### src/rtl/score_ram_responder.sv
// Score word RAM: power-up sweep to INIT_VALUE, then 2-stage reads and edge-triggered writes.
// Optional even-parity protection with sticky error flag: SCORE_RAM_PARITY_EN.
module score_ram_responder #(
   parameter int         DEPTH      = 64,
   parameter logic [3:0] INIT_VALUE = 4'd0
) (
   input  logic       clk,
   input  logic       rst,
   input  logic [5:0] scoreAddress,
   input  logic [3:0] ramDataIn,
   input  logic       readWrite,
   output logic [3:0] ramDataOut,
   output logic       ready
`ifdef SCORE_RAM_PARITY_EN
   ,
   output logic       parityErr
`endif
);

   localparam int AW = $clog2(DEPTH);
`ifdef SCORE_RAM_PARITY_EN
   localparam int MW = 5;
`else
   localparam int MW = 4;
`endif

   typedef enum logic {
      INIT,
      SERVE
   } state_t;

   state_t          state;
   state_t          state_nx;
   logic [5:0]      sweep_ptr;
   logic [5:0]      sweep_nx;
   logic [5:0]      addr_q;
   logic            rw_prev;
   logic            we;
   logic            we_g;
   logic [AW-1:0]   wr_addr;
   logic [3:0]      wr_data;
   logic [MW-1:0]   wr_word;
   logic [MW-1:0]   rd_word;
   logic            wr_ok;
   logic            rd_ok;
   logic [MW-1:0]   mem [DEPTH];

   assign wr_ok   = 32'(scoreAddress) < 32'(DEPTH);
   assign rd_ok   = 32'(addr_q) < 32'(DEPTH);
   assign rd_word = mem[addr_q[AW-1:0]];
   // A clock edge seen while reset is held must never commit a write.
   assign we_g    = we & rst;

`ifdef SCORE_RAM_PARITY_EN
   assign wr_word = {^wr_data, wr_data};
`else
   assign wr_word = wr_data;
`endif

   always_comb begin
      state_nx = state;
      sweep_nx = sweep_ptr;
      we       = 1'b0;
      wr_addr  = scoreAddress[AW-1:0];
      wr_data  = ramDataIn;
      unique case (state)
         INIT: begin
            we      = 1'b1;
            wr_addr = sweep_ptr[AW-1:0];
            wr_data = INIT_VALUE;
            if (sweep_ptr == 6'(DEPTH - 1)) begin
               state_nx = SERVE;
            end else begin
               sweep_nx = sweep_ptr + 6'd1;
            end
         end
         SERVE: begin
            we = readWrite & ~rw_prev & wr_ok;
         end
         default: begin
            state_nx = INIT;
         end
      endcase
   end

   always_ff @(posedge clk or negedge rst) begin
      if (!rst) begin
         state      <= INIT;
         sweep_ptr  <= 6'd0;
         ready      <= 1'b0;
         ramDataOut <= INIT_VALUE;
         addr_q     <= 6'd0;
         rw_prev    <= 1'b0;
      end else begin
         state     <= state_nx;
         sweep_ptr <= sweep_nx;
         ready     <= (state_nx == SERVE);
         addr_q    <= scoreAddress;
         rw_prev   <= readWrite;
         if (state == SERVE && rd_ok) begin
            ramDataOut <= rd_word[3:0];
         end else begin
            ramDataOut <= INIT_VALUE;
         end
      end
   end

   always_ff @(posedge clk) begin
      if (we_g) begin
         mem[wr_addr] <= wr_word;
      end
   end

`ifdef SCORE_RAM_PARITY_EN
   always_ff @(posedge clk or negedge rst) begin
      if (!rst) begin
         parityErr <= 1'b0;
      end else if (state == SERVE && rd_ok && (^rd_word)) begin
         parityErr <= 1'b1;
      end
   end
`endif

endmodule

### config.mk
export PLATFORM = sky130hd
export DESIGN_NAME = score_ram_responder
export DESIGN_NICKNAME = d
export VERILOG_FILES = /design/src/rtl/score_ram_responder.sv
export SDC_FILE = /design/constraint.sdc
export NUM_CORES = 1
export LEC_CHECK = 0
export ABC_CLOCK_PERIOD_IN_PS = 1800
export CORE_UTILIZATION = 56
export CTS_CLUSTER_SIZE = 12
export DETAILED_ROUTE_END_ITERATION = 7
export MAX_ROUTING_LAYER = met4
export PLACE_DENSITY = 0.75
export SKIP_LAST_GASP = 1
export SLEW_MARGIN = 20
export SYNTH_ARGS = -nofsm -noshare
export SYNTH_HDL_FRONTEND = slang
export SYNTH_SLANG_ARGS = --single-unit
### constraint.sdc
create_clock -name clk -period 1.8 [get_ports clk]
set_input_delay 0.18 -clock clk [delete_from_list [all_inputs] [get_ports clk]]
set_output_delay 0.18 -clock clk [all_outputs]
set_load 0.05 [all_outputs]
======== Word level (Yosys, flattened, before mapping) ========
Memories as Yosys holds them, arrays and structs flattened.
Index checks and enable logic that the tools add are counted.
storage, ports and cells
  output and inout bits ................... 5
  logic and storage cells ................. 22
  input bits .............................. 13
  memory bits (writable) .................. 256
  memories kept ........................... 1
  bits in registers ....................... 18
cells by class
  reductions and logical operators ........ 1
  bitwise gates (word level) .............. 5
  eq/ne operators ......................... 1
  $add $sub $neg .......................... 1
  mux-type cells .......................... 8
memory list
  memory  depth  width  rd ports  clocked after memory_dff  wr ports  line  RTL
  mem     64     4      1         0                         1         46    logic [MW-1:0] mem [DEPTH];
operator list
  kind                                                            number
  4-bit 2-to-1 mux                                                2
  6-bit by 1-bit adder with 6-bit output (second input constant)  1
  6-bit == test (second input constant)                           1
  6-bit 2-to-1 mux                                                1
  1-bit 2-to-1 mux                                                4
  1-bit inverter                                                  3
  1-bit bitwise AND                                               2
  1-bit one-hot mux with 2 select lines                           1
  2-bit AND reduction                                             1

======== Longest topological paths before layout ========
Gate-level depths: netlist (run 1).
  depth in word-level cells ............... 6
  mapped depth ............................ 8
  mapped depth without buffers ............ 6

======== Least setup slack after synthesis (run 1) ========
Ideal clock, no wire load.
  path type ............................... register to register
  start ................................... register state
  end ..................................... memory mem[0][0] (enable)
  data required time ...................... 1,470 ps
  setup slack ............................. -409 ps
  clock period less this slack ............ 2,209 ps
  path buffers ............................ 1
  library setup time ...................... 330 ps
  arrival time ............................ 1,880 ps
  stages on the path, launching flop included .. 5
  cells stage by stage .................... dfrtp_1 -> buf_4 -> mux2i_1 -> nand3_1 -> nor2_1
on the way
  word-level cells in the longest chain between the ends .. 5
  elaborated cells between the ends (all ways) .. 6
  those cells by class .................... 4 x mux; 2 x bitwise
ends and longest elaborated chain
  element                                 line  RTL
  from (decl)                             32    state_t state;
  from (signal assigned)                  95    state <= state_nx;
  1-bit inverter (no source line)         -
  1-bit one-hot mux with 2 select lines   66    unique case (state)
  1-bit bitwise AND                       52    assign we_g = we & rst;
  1-bit 2-to-1 mux                        109   if (we_g) begin
  1-bit 2-to-1 mux (implied by the code)  110   mem[wr_addr] <= wr_word;
  to (decl)                               46
Several ways; a longest one is shown, not always the timed one.

======== Worst setup path after layout (run 1) ========
  start ................................... register addr_q[0]
  end ..................................... register ramDataOut[3]
on the way
  word-level cells in the longest chain between the ends .. 2
ends and longest elaborated chain
  element                 line  RTL
  from (decl)             36    logic [5:0] addr_q;
  from (signal assigned)  98    addr_q <= scoreAddress;
  memory read 64 x 4 bit  -
  4-bit 2-to-1 mux        100   if (state == SERVE && rd_ok) begin
  to (signal assigned)    101   ramDataOut <= rd_word[3:0];
  to (decl)               12    output logic [3:0] ramDataOut,
No other way between the ends.
A chain may end at the register's enable or synchronous reset.

==> results.py, run 1 <==
metrics = {
    "clock_network": {
        "clkTransAtPathRegs_ps": 60,
        "clk_latency_ps": 540,
        "cts.sinks": 274,
        "cts_tree": "done",
        "numCtsBuffers": 27,
        "postCtsHoldBufs": 0,
        "clockBufferDepth": 3,
        "htree_levels": 1,
        "cts_root_buf": "clkbuf_16",
    },
    "global_routing": {
        "gr-total-overflow": 0,
        "grt_max_degree": 65,
        "grt_pass1_wl_mm": 41.67,
        "grt_pass1_vias": 6734,
        "antenna_found_initial": 0,
        "track_usage_pct": 29.77,
    },
    "sta": {
        "skew_ps": 19.96,
        "fin_setup_tns_ps": -18490,
        "finalSetupViolations": 247,
        "relSlewSlack_pct": 65.90,
        "rsz0062_at_grt": "yes",
        "drv_slew": 0,
        "worst_hold_slack_ps": 33.30,
        "timing.fmax_mhz": 476.9,
        "worst_pin_slew_ps": 513.5,
        "min_period_over_period_pct": 116.5,
        "hold_viol": 0,
        "finalWorstSetupSlack_ps": -296.7,
        "fin_crit_ps": 2097,
    },
    "final_layout": {
        "stdcell_count": 1014,
        "area_growth_pct": 33.65,
        "diodes": 0,
        "multi_input_area_mm2": 0.003656,
        "layout_commonest_cell": "edfxtp_1",
        "nets": 753,
        "layout.cells.most_common_list": "edfxtp_1, nor2_4, buf_4, mux4_2, buf_6",
        "final_layout_size_suffix_gt1_share_pct": 48.81,
        "fillers": 949,
        "seqCellArea_mm2": 0.008144,
    },
    "yosys": {
        "synthCells": 576,
        "ys_seq_area_share_pct": 73.81,
        "syn-num-nets": 590,
        "synthArstFlopShare_pct": 6.569,
        "synth_edf_count": 256,
        "synth_top_area_share_pct": 69.72,
        "yosysWarningCount": 0,
        "syn_area_mm2": 0.01103,
        "ys.flop_type": "edfxtp_1",
        "ys_seq_elements": 274,
        "synth_area_leaders": "edfxtp_1, mux4_2, dfrtp_1",
        "syn_avg_cell_area_um2": 19.14,
        "yosysTopAreaCell": "edfxtp_1",
        "synth.distinct_cells": 45,
    },
    "status": {
        "status": "finished, violations left",
        "violations": "negative setup slack",
    },
    "run": {
        "cap_violations": 0,
    },
    "worst_setup_path": {
        "cp_cell_sequence": "buf_12, buf_4, mux4_2, nor2b_1, a211oi_1, nor4_1, a311o_1",
        "cp-end-kind": "register",
        "cp.required_ps": 2200,
        "startpoint": "addr_q[0]",
        "critPathMaxFanout": 5,
        "slowest_stage": "mux4_2",
        "reg2reg_from": "addr_q[0]",
        "rr_endpoint": "ramDataOut[3]",
        "setup.worst_path.end": "ramDataOut[3]",
        "slowest_delay_ps": 490,
        "r2r_cells": 7,
        "path_class": "reg2reg",
        "startpoint_type": "register",
        "worstPathArrival_ps": 2500,
        "r2r_setup_slack_ps": -300,
    },
    "place": {
        "io_buffers": 17,
        "gp_congestion": 0.8970,
        "dpl.hpwl_mm": 16.52,
        "dp_cells": 949,
    },
    "power": {
        "p_int_w": 0.009887,
        "p_comb_share_pct": 4.1,
        "p_sw_share_pct": 20.18,
        "vdd_drop_max_mv": 0.8787,
        "netSwitchingPower_w": 0.002499,
        "seqPwrFrac_pct": 55.6,
        "leakage_nw": 4.205,
        "clkPwrFrac_pct": 40.3,
        "power_per_cell_area_mw_per_mm2": 840.6,
    },
    "floorplan": {
        "die_y_um": 142.3,
        "core_mm2": 0.01902,
        "dieWidth_um": 142.3,
        "ioPinCount": 18,
        "start_util_pct": 57.97,
        "rows": 50,
        "die_area_mm2": 0.02025,
    },
    "drt": {
        "wl_per_cell_um": 29.44,
        "drtIter0Drc": 805,
        "remaining_drc_errors": 0,
        "via_per_inst": 6.484,
        "wl_mm": 29.86,
        "antenna_left": 0,
        "vias": 6575,
        "dr.pass1.iters": 6,
    },
    "hold_path": {
        "hp-class": "in2async",
    },
}
==> through the flow <==
step	instance area [um^2]	setup slack [ps]	total power, W	utilization [%]
floorplan	11230	-183.3	0.007230	-
global placement	12560	-246.7	0.007379	66.05
detailed placement	12560	-270.0	0.007388	66.05
CTS	14600	-187.3	0.01234	76.78
global route	14740	-344.5	0.01266	77.48
finish	14740	-296.7	0.01239	77.48
==> routing by layer <==
metal  part of all wire, %  track usage (%)
met1                    38            39.80
met2                    51            46.90
met3                   8.2            5.283
met4                   3.2            10.02
met5                     0                -
==> timing repair <==
item                                    4_1_cts  5_1_grt
gates cloned                                  3        1
setup buffers                                26       18
pin swaps                                    61       53
resized for setup                           240       65
endpoints found under the setup margin      265      261
==> synth_stat cells (8+ instances only) <==
library cell	n
edfxtp_1	256
nor2_1	71
mux4_2	49
nand2_1	24
dfrtp_1	18
mux4_1	15
nand3_1	15
o22ai_1	13
mux2i_1	10
nand2b_1	10
nor2b_1	9
buf_2	8
==> area by class of cell <==
type	instances	share of cell area, %
Clock inverter	4	0.1443
Sequential cell	274	55.27
Tap cell	260	2.208
Timing Repair Buffer	159	12.52
Multi-Input combinational cell	272	24.81
Inverter	5	0.1274
Clock buffer	40	4.916
==> logic make-up (layout without fill, tap and decap cells) <==
group	after synthesis	count (layout)	share of synthesized area [%]
fa+ha+maj	1	1	0.1135
xor+xnor	4	4	0.3178
compound gates	44	44	2.894
simple gates	144	144	5.947
buf+inv	30	208	1.918
mux	79	79	15.00
flops	274	274	73.81
==> registers in the layout (all words and copies together) (netlist names) <==
signal and flops:
mem 256, addr_q 6, sweep_ptr 6, ramDataOut 4, rw_prev 1, state 1
==> worst max-delay path, delay by kind of cell, from the launching register on <==
family | cells | cell delay [ps]
compound gates | 2 | 560
buf+inv | 2 | 250
mux | 1 | 490
flops | 1 | 410
simple gates | 2 | 260
==> power groups by stage <==
stage          logic [W]  registers [W]  clock network [W]
2_1_floorplan   0.000224        0.00701                  0
3_3_place_gp    0.000361        0.00702                  0
3_5_place_dp    0.000370        0.00702                  0
4_1_cts         0.000485        0.00688            0.00497
5_1_grt         0.000530        0.00688            0.00525
6_report        0.000513        0.00688            0.00499
==> worst min path at each step <==
stage | startpoint | end | slack, ps | cells after the start
6_report | rst | sweep_ptr[4] | 30 | 2
2_1_floorplan | rst | addr_q[0] | -120 | 0
3_5_place_dp | rst | rw_prev | 570 | 2
4_1_cts | rst | rw_prev | 30 | 2
3_3_place_gp | sweep_ptr[3] | sweep_ptr[3] | 550 | 2
5_1_grt | rst | sweep_ptr[5] | 60 | 2
No activity file was read; power rests on OpenSTA's default activity.
==> run 2: changes to the inputs <==
--- a/config.mk
+++ b/config.mk
@@ -9,6 +9,7 @@
 export CORE_UTILIZATION = 56
 export CTS_CLUSTER_SIZE = 12
 export DETAILED_ROUTE_END_ITERATION = 7
+export GPL_TIMING_DRIVEN = 0
 export MAX_ROUTING_LAYER = met4
 export PLACE_DENSITY = 0.75
 export SKIP_LAST_GASP = 1
==> run 2 against run 1 <==
  * The run still ends with negative setup slack left
  * Clock skew grew 8.8 ps
  * Critical path type unchanged
  * Fmax shrank 3.6%
  * Global-route usage shrank 0.50 points
  * Critical path depth is the same
  * Register-to-register slack lost 80 ps
  * Sequential cell count is the same
  * Sequential power is essentially flat
  * Highest routed layer unchanged
  * Total power grew 2.9%
  * Via count shrank 1.4%
  * First-iteration DRC count shrank 2.1%
==> results.py, run 2 (synthesis gave the netlist of run 1 again) <==
metrics = {
    "final_layout": {
        "stdcell_count": 981,
        "layout.cells.most_common_list": "edfxtp_1, nor2_4, mux4_2, buf_4, clkbuf_16",
        "final_layout_size_suffix_gt1_share_pct": 47.43,
        "nets": 721,
        "layout_commonest_cell": "edfxtp_1",
        "area_growth_pct": 31.20,
        "top_register": "mem",
        "largest_reg_flops": 256,
        "top_regs": "mem (256), addr_q (6), sweep_ptr (6)",
        "diodes": 0,
        "fin_util_pct": 76.06,
    },
    "worst_setup_path": {
        "critPathMaxFanout": 6,
        "cp-end-kind": "register",
        "path_class": "reg2reg",
        "cp.required_ps": 2200,
        "startpoint_type": "register",
        "slowest_stage": "mux4_1",
        "cp_top_family": "multiplexers",
        "cp.buffers_inverters": 2,
        "slowest_delay_ps": 630,
        "worstPathArrival_ps": 2570,
        "cp_cell_sequence": "buf_6, buf_4, mux4_1, nand2_1, and4_1, nor4_1, a311o_1",
    },
    "clock_network": {
        "cts_tree": "done",
        "clockBufferDepth": 3,
        "cts.sinks": 274,
        "numCtsBuffers": 28,
        "cts_root_buf": "clkbuf_16",
        "clkTransAtPathRegs_ps": 60,
        "htree_levels": 1,
        "clk_latency_ps": 560,
    },
    "sta": {
        "drv_slew": 0,
        "skew_ps": 28.71,
        "worst_pin_slew_ps": 712.8,
        "fin_crit_ps": 2174,
        "finalSetupViolations": 256,
        "timing.fmax_mhz": 459.9,
        "relSlewSlack_pct": 52.48,
        "rsz0062_at_grt": "yes",
        "min_period_over_period_pct": 120.8,
        "hold_viol": 0,
        "finalWorstSetupSlack_ps": -374.3,
    },
    "floorplan": {
        "die_area_mm2": 0.02025,
        "rows": 50,
        "start_util_pct": 57.97,
        "ioPinCount": 18,
        "core_mm2": 0.01902,
        "die_y_um": 142.3,
        "dieWidth_um": 142.3,
    },
    "run": {
        "cap_violations": 0,
    },
    "drt": {
        "wl_per_cell_um": 30.07,
        "remaining_drc_errors": 0,
        "dr.pass1.iters": 5,
        "wl_mm": 29.50,
        "vias": 6484,
        "via_per_inst": 6.610,
        "drtIter0Drc": 788,
        "antenna_left": 0,
    },
    "place": {
        "dpl.hpwl_mm": 15.91,
        "dp_cells": 853,
        "io_buffers": 17,
        "gp_congestion": 0.8691,
    },
    "global_routing": {
        "grt_pass1_wl_mm": 40.40,
        "antenna_found_initial": 0,
        "gr-total-overflow": 0,
        "grt_max_degree": 65,
        "grt_pass1_vias": 6324,
        "track_usage_pct": 29.28,
    },
    "status": {
        "violations": "negative setup slack",
        "status": "finished, violations left",
    },
    "power": {
        "power_per_cell_area_mw_per_mm2": 881.2,
        "leakage_nw": 3.987,
        "vdd_drop_max_mv": 0.9201,
    },
    "hold_path": {
        "hp-class": "in2reg",
    },
}
-- run 2: cell count changes in the layout (fill, tap and decap cells not counted), sizes merged --
cell,previous run,this run
buf,140,104
bufbuf,2,0
clkinv,3,5
bufinv,0,1
clkbuf,41,42
clkdlybuf4s15,0,1
clkdlybuf4s50,12,11
clkinvlp,0,1
dlygate4sd3,0,1
inv,6,5
-- run 2: power breakdown --
group	leakage (nW)	switching (W)	internal (W)	total, W
registers	2.02	0.00000695	0.00687	0.00688
logic	1.57	0.000276	0.000250	0.000526
clock network	0.394	0.00233	0.00302	0.00534
-- run 2: final timing paths --
| kind | startpoint | end | slack, ps | depth (start not counted) |
|---|---|---|---|---|
| worst max-delay path | addr_q[0] | ramDataOut[3] | -370 | 7 |
| worst min-delay path | readWrite | rw_prev | 130 | 1 |
| worst max register to register | addr_q[0] | ramDataOut[3] | -370 | 7 |
| worst min register to register | sweep_ptr[3] | sweep_ptr[3] | 550 | 1 |
| max in group asynchronous | rst | sweep_ptr[2] | 970 | 3 |
| min in group asynchronous | rst | addr_q[3] | 430 | 3 |
-- run 2: per-layer routing --
metal,global-route usage (%),wire [um],vias to the layer above
li1,-,-,2604
met1,38.62,10790,3357
met2,46.21,14700,446
met3,5.720,3089,77
met4,10.07,922,0
met5,-,0,-
-- run 2: through the flow --
stage                     hold WS [ps]  cell area [um^2]  worst slack [ps]  total power, W  TNS [ps]
after detailed placement         500.3             11730             -1604        0.007360   -398200
after CTS                        99.99             13870            -304.2         0.01263    -15050
final                            128.2             14470            -374.3         0.01275    -31610
after global placement           492.2             11730             -1521        0.007354   -344730
after floorplan                 -115.6             11230            -183.3        0.007230    -34050
after global routing             108.3             14470            -385.6         0.01298    -40160
-- run 2: repair_timing --
item | 4_1_cts | 5_1_grt
gates cloned | 0 | 2
pin swaps | 44 | 54
hold buffers | 1 | 1
setup endpoints to repair | 524 | 262
buffers inserted | 45 | 36
resized for setup | 206 | 60
hold endpoints to repair | 18 | 18
-- run 2: layout make-up --
type	instances	area, um^2
multi-input cells	272	3732
plain buffers	24	315.3
clock inverters	7	71.32
inverters	5	18.77
flip-flops and latches	274	8143
fillers	966	4553
well taps	260	325.3
clock buffers	37	744.5
repair buffers	102	1115
